File: src/rtl/operand_latch_p2_pkg.sv
// Shared widths, instruction field positions and FSM encoding for the p2 operand stage.
package operand_latch_p2_pkg;

  localparam int DATA_W   = 16;
  localparam int ADDR_W   = 3;
  localparam int INSTR_W  = 16;
  localparam int RS_A_MSB = 13;
  localparam int RS_A_LSB = 11;
  localparam int RS_B_MSB = 10;
  localparam int RS_B_LSB = 8;
  localparam int CNT_W    = 4;

  typedef enum logic {
    RUN   = 1'b0,
    STALL = 1'b1
  } state_t;

endpackage

File: src/rtl/operand_latch_p2_hazard_detect.sv
// Load-use hazard compare: a valid load in p3 writing a register that p2 reads.
module hazard_detect_p2 #(
  parameter int ADDR_W = 3
) (
  input  logic              valid_p2,
  input  logic              valid_p3,
  input  logic              mem_read_p3,
  input  logic [ADDR_W-1:0] write_addr_p3,
  input  logic [ADDR_W-1:0] read_addr_A,
  input  logic [ADDR_W-1:0] read_addr_B,
  output logic              hazard
);

  // Both source fields are compared even if the opcode only uses one.
  assign hazard = valid_p2 && valid_p3 && mem_read_p3 &&
                  ((write_addr_p3 == read_addr_A) || (write_addr_p3 == read_addr_B));

endmodule

File: src/rtl/operand_latch_p2.sv
// p2 decode/operand stage: operand select, load-use stall and p3 pipeline register.
// Optional OPERAND_LATCH_STATS_EN adds saturating fwd_count/stall_count outputs.
module operand_latch_p2 #(
  parameter int DATA_W            = operand_latch_p2_pkg::DATA_W,
  parameter int ADDR_W            = operand_latch_p2_pkg::ADDR_W,
  parameter int LOAD_STALL_CYCLES = 1
) (
  input  logic              clock,
  input  logic              reset,
  input  logic [15:0]       instr_in,
  input  logic              valid_in,
  input  logic [DATA_W-1:0] rf_data_A,
  input  logic [DATA_W-1:0] rf_data_B,
  input  logic [DATA_W-1:0] fowarding_data_A,
  input  logic [DATA_W-1:0] fowarding_data_B,
  input  logic              to_foward_or_not_A,
  input  logic              to_foward_or_not_B,
  input  logic              mem_read_p3,
  input  logic [ADDR_W-1:0] write_addr_p3,
  input  logic              flush,
  output logic [ADDR_W-1:0] read_addr_A,
  output logic [ADDR_W-1:0] read_addr_B,
  output logic              stall_p1,
  output logic [15:0]       instr_p3,
  output logic [DATA_W-1:0] operand_A_p3,
  output logic [DATA_W-1:0] operand_B_p3,
  output logic              valid_p3
`ifdef OPERAND_LATCH_STATS_EN
  ,
  output logic [15:0]       fwd_count,
  output logic [15:0]       stall_count
`endif
);

  import operand_latch_p2_pkg::*;

  logic [15:0]       instr_p2;
  logic              valid_p2;
  state_t            state, state_next;
  logic [CNT_W-1:0]  cnt, cnt_next;
  logic              hazard;
  logic              advance;
  logic [DATA_W-1:0] op_a, op_b;

  assign read_addr_A = instr_p2[RS_A_MSB:RS_A_LSB];
  assign read_addr_B = instr_p2[RS_B_MSB:RS_B_LSB];

  assign op_a = to_foward_or_not_A ? fowarding_data_A : rf_data_A;
  assign op_b = to_foward_or_not_B ? fowarding_data_B : rf_data_B;

  hazard_detect_p2 #(.ADDR_W(ADDR_W)) u_hazard (
    .valid_p2      (valid_p2),
    .valid_p3      (valid_p3),
    .mem_read_p3   (mem_read_p3),
    .write_addr_p3 (write_addr_p3),
    .read_addr_A   (read_addr_A),
    .read_addr_B   (read_addr_B),
    .hazard        (hazard)
  );

  // Flush outranks any hazard or pending stall; the first hazard cycle is itself a bubble.
  always_comb begin
    state_next = state;
    cnt_next   = cnt;
    stall_p1   = 1'b0;
    advance    = 1'b0;
    if (reset) begin
      state_next = RUN;
      cnt_next   = '0;
    end else if (flush) begin
      state_next = RUN;
      cnt_next   = '0;
    end else begin
      case (state)
        RUN: begin
          if (hazard) begin
            stall_p1 = 1'b1;
            if (LOAD_STALL_CYCLES > 1) begin
              state_next = STALL;
              cnt_next   = CNT_W'(LOAD_STALL_CYCLES - 2);
            end
          end else begin
            advance = 1'b1;
          end
        end
        STALL: begin
          stall_p1 = 1'b1;
          if (cnt == '0) state_next = RUN;
          else           cnt_next   = cnt - CNT_W'(1);
        end
        default: state_next = RUN;
      endcase
    end
  end

  always_ff @(posedge clock) begin
    if (reset) begin
      state        <= RUN;
      cnt          <= '0;
      instr_p2     <= '0;
      valid_p2     <= 1'b0;
      instr_p3     <= '0;
      operand_A_p3 <= '0;
      operand_B_p3 <= '0;
      valid_p3     <= 1'b0;
    end else begin
      state <= state_next;
      cnt   <= cnt_next;
      if (advance || flush) begin
        instr_p2     <= instr_in;
        instr_p3     <= instr_p2;
        operand_A_p3 <= op_a;
        operand_B_p3 <= op_b;
      end
      valid_p2 <= flush ? 1'b0 : (advance ? valid_in : valid_p2);
      valid_p3 <= advance ? valid_p2 : 1'b0;
    end
  end

`ifdef OPERAND_LATCH_STATS_EN
  logic [1:0]  fwd_inc;
  logic [16:0] fwd_sum;

  assign fwd_inc = (advance && valid_p2) ?
                   ({1'b0, to_foward_or_not_A} + {1'b0, to_foward_or_not_B}) : 2'd0;
  assign fwd_sum = {1'b0, fwd_count} + {15'd0, fwd_inc};

  // Both counters saturate at all-ones rather than wrapping.
  always_ff @(posedge clock) begin
    if (reset) begin
      fwd_count   <= '0;
      stall_count <= '0;
    end else begin
      fwd_count <= fwd_sum[16] ? 16'hFFFF : fwd_sum[15:0];
      if (stall_p1 && (stall_count != 16'hFFFF)) stall_count <= stall_count + 16'd1;
    end
  end
`endif

endmodule

File: config.mk
export PLATFORM = sky130hd
export DESIGN_NAME = operand_latch_p2
export DESIGN_NICKNAME = d
export VERILOG_FILES = /design/src/rtl/operand_latch_p2_pkg.sv /design/src/rtl/operand_latch_p2_hazard_detect.sv /design/src/rtl/operand_latch_p2.sv
export SDC_FILE = /design/constraint.sdc
export NUM_CORES = 1
export LEC_CHECK = 0
export ABC_AREA = 1
export CORE_MARGIN = 2
export CORE_UTILIZATION = 48
export CTS_CLUSTER_DIAMETER = 150
export CTS_CLUSTER_SIZE = 28
export DETAILED_ROUTE_END_ITERATION = 8
export HOLD_SLACK_MARGIN = 0.06
export PLACE_DENSITY = 0.86
export SETUP_SLACK_MARGIN = 0.02
export SLEW_MARGIN = 20
export SYNTH_ARGS = -nofsm -noshare
export SYNTH_HDL_FRONTEND = slang
export SYNTH_SLANG_ARGS = --single-unit
File: constraint.sdc
create_clock -name clock -period 3.5 [get_ports clock]
set_input_delay 0.7 -clock clock [delete_from_list [all_inputs] [get_ports clock]]
set_output_delay 0.7 -clock clock [all_outputs]
set_load 0.1 [all_outputs]
==> reports/qor.yml <==
run_status:
  outcome: "completed"
route:
  drt-total-wl_um: 9220
  wl_per_cell_um: 10.9
  wl_met3_um: 586
  ant_nets: 0
  drt_first_pass_iters: 4
  drt-initial-drc-count: 88
  viasPerCell: 4.53
  post-route-drc-count: 0
  m1WireLength_um: 3790
  top_layer: "met4"
  routed-wl-met2_um: 4650
  vias: 3816
timing:
  rsz0062_at_grt: "false"
  fin_skew_ns: 0.00846
  final_hold_viol_count: 0
  fin_tns_setup_ns: 0
  slew-limit-headroom_pct: 32.9
  final.period_utilization_pct: 78.9
  setup_viol: 0
  slew_violations: 0
  max_slew.worst_pin.slew_ns: 1.00
  finalCriticalPeriod_ns: 2.76
  fmax_mhz: 362
worst_hold_path:
  hold_path_class: "reg2reg"
clock_tree:
  cts_buffers: 9
  cts.hold.buffers_added: 0
  clock_latency_ns: 0.33
  cts_setup_buffers: 0
  cts_resized: 0
  htree_levels: 3
  cts.path.max_buffers: 2
  cts-root-buf: "clkbuf_8"
  clkTransAtPathRegs_ns: 0.07
  cts_tree: "yes"
  cts.sinks: 71
place:
  hpwlAfterDp_um: 6790
  place.gp.congestion: 0.801
  io_buffers: 145
  dpl.cell_count: 827
setup_path:
  worst-setup-path-type: "in2out"
  crit_buf_inv: 4
  critPathTopFamily: "buffers and inverters"
  crit_path_end_kind: "primary output"
  worstPathArrival_ns: 2.06
  cp_slowest_cell: "clkdlybuf4s50_1"
  crit_required_ns: 2.80
  start_kind: "primary input"
  path_cells: "clkdlybuf4s50_1 > inv_1 > nand2_1 > nand2_1 > nand3_1 > nand2_1 > nand2_2 > nand2_2 > nand2_4 > inv_2 > buf_12"
  critPathMostFrequentCell: "nand2_1"
  critPathMaxStageDelay_ns: 0.45
  path_max_fanout: 3
die:
  die_y_um: 94.5
  core-area_sq_um: 8090
  io_pins: 146
  start_util_pct: 48.6
  num_rows: 33
  die_x_um: 94.5
  die-area_sq_um: 8930
global_routing:
  grt_first_pass_wirelength_um: 14900
  grt_util_all_layers_pct: 20.8
  overflow: 0
  grt_pass1_vias: 3501
  antenna_found_initial: 0
  grt_max_degree: 66
final_layout:
  insertedDiodeCount: 0
  area_growth_pct: 39.9
  final_layout_size_suffix_gt1_share_pct: 10.3
  nets: 824
  final_cells: 843
run:
  maxCapViolations: 0
yosys:
  synth_cells: 611
  ys_ff_latch: 71
  syn_nets: 702
  ys_warn_count: 0
  synth_area_leaders: "dfxtp_1 (36%), inv_1 (16%), nand2_1 (13%)"
  synth_top_area_share_pct: 36.2
  avgSynthCellArea_sq_um: 6.43
  syn_area_sq_um: 3930
  synth_seq_area_share_pct: 36.2
  post-synth-top-area-cell: "dfxtp_1"
  yosysUniqueCellTypes: 25
power:
  ir_drop_mv: 0.208
  p_total_mw: 2.25
  p_leak_nw: 3.02
  power_density_nw_per_um2: 410
## cell usage in the layout (no fill, tap or decap)
cell and count:
xor2_1 1, nand4_1 2, dfxtp_1 71, a31oi_2 1
buf_12 2, inv_2 9, nor2_4 1, o21ai_1 8
nand3_1 66, clkbuf_1 2, clkinv_2 1, nand3_2 1
ha_1 1, clkbuf_8 11, bufinv_16 2, xnor2_1 2
clkdlybuf4s50_1 142, o21ai_2 1, o21ai_0 27, nand2_2 40
a21oi_1 35, nand2_1 137, nand2_4 1, buf_4 6
inv_1 164, nor2_1 4
## per-stage QoR
stage | area (sq um) | setup slack [ns] | hold slack [ns] | utilization (%)
after detailed placement | 5270 | 0.604 | 0.463 | 65.2
final | 5500 | 0.737 | 0.469 | 67.9
after global placement | 5270 | 0.735 | 0.430 | 65.2
after global routing | 5500 | 0.677 | 0.509 | 67.9
after floorplan | 3930 | 0.804 | 0.422 | -
after CTS | 5500 | 0.735 | 0.473 | 67.9
## flip-flops by register name, indices dropped and copies added, names as in the netlist
name          cells
operand_B_p3     16
cnt               4
instr_p3         16
operand_A_p3     16
valid_p2          1
state             1
instr_p2         16
valid_p3          1
## where the power goes
group          internal, mW  switching (mW)
combinational         0.220           0.422
sequential            0.852          0.0251
clock                 0.440           0.295
## worst paths after layout
kind                          from              end  slack (ns)  cells after the start
setup / recovery  write_addr_p3[0]         stall_p1        0.74                     11
hold / removal              cnt[0]           cnt[0]        0.47                      1
setup reg to reg      instr_p2[10]  operand_A_p3[3]        1.45                     12
hold reg to reg             cnt[0]           cnt[0]        0.47                      1
## cell families after synthesis
group	count (synthesis)	share of synthesized area, %
xor gates and xnor gates	3	0.669
buffers and inverters	212	24.0
AOI/OAI and AO/OA	72	9.46
adders and majority gates	1	0.318
DFF	71	36.2
and+or+nand+nor	252	29.4
## per-layer routing
| layer | vias up | global-route usage, % |
|---|---|---|
| met2 | 96 | 39.4 |
| met1 | 1681 | 21.8 |
| met4 | 0 | 8.09 |
| met5 | - | 0 |
| li1 | 2023 | - |
| met3 | 16 | 5.59 |
## Yosys cell counts, drive strengths merged
cell    count
o21ai      36
inv       173
buf        23
nand4       2
ha          1
nor2        5
xnor2       2
nand3      67
nand2     178
a31oi       1
clkbuf     16
dfxtp      71
xor2        1
a21oi      35
## layout make-up
type                    instances  area (sq um)
well taps                     105           131
fillers                       706          2590
flip-flops and latches         71          1420
inverters                     173           649
clock buffers                  13           159
clock inverters                 3          65.1
multi-input cells             328          1570
repair buffers                150          1510
No activity file was read; power rests on OpenSTA's default activity.
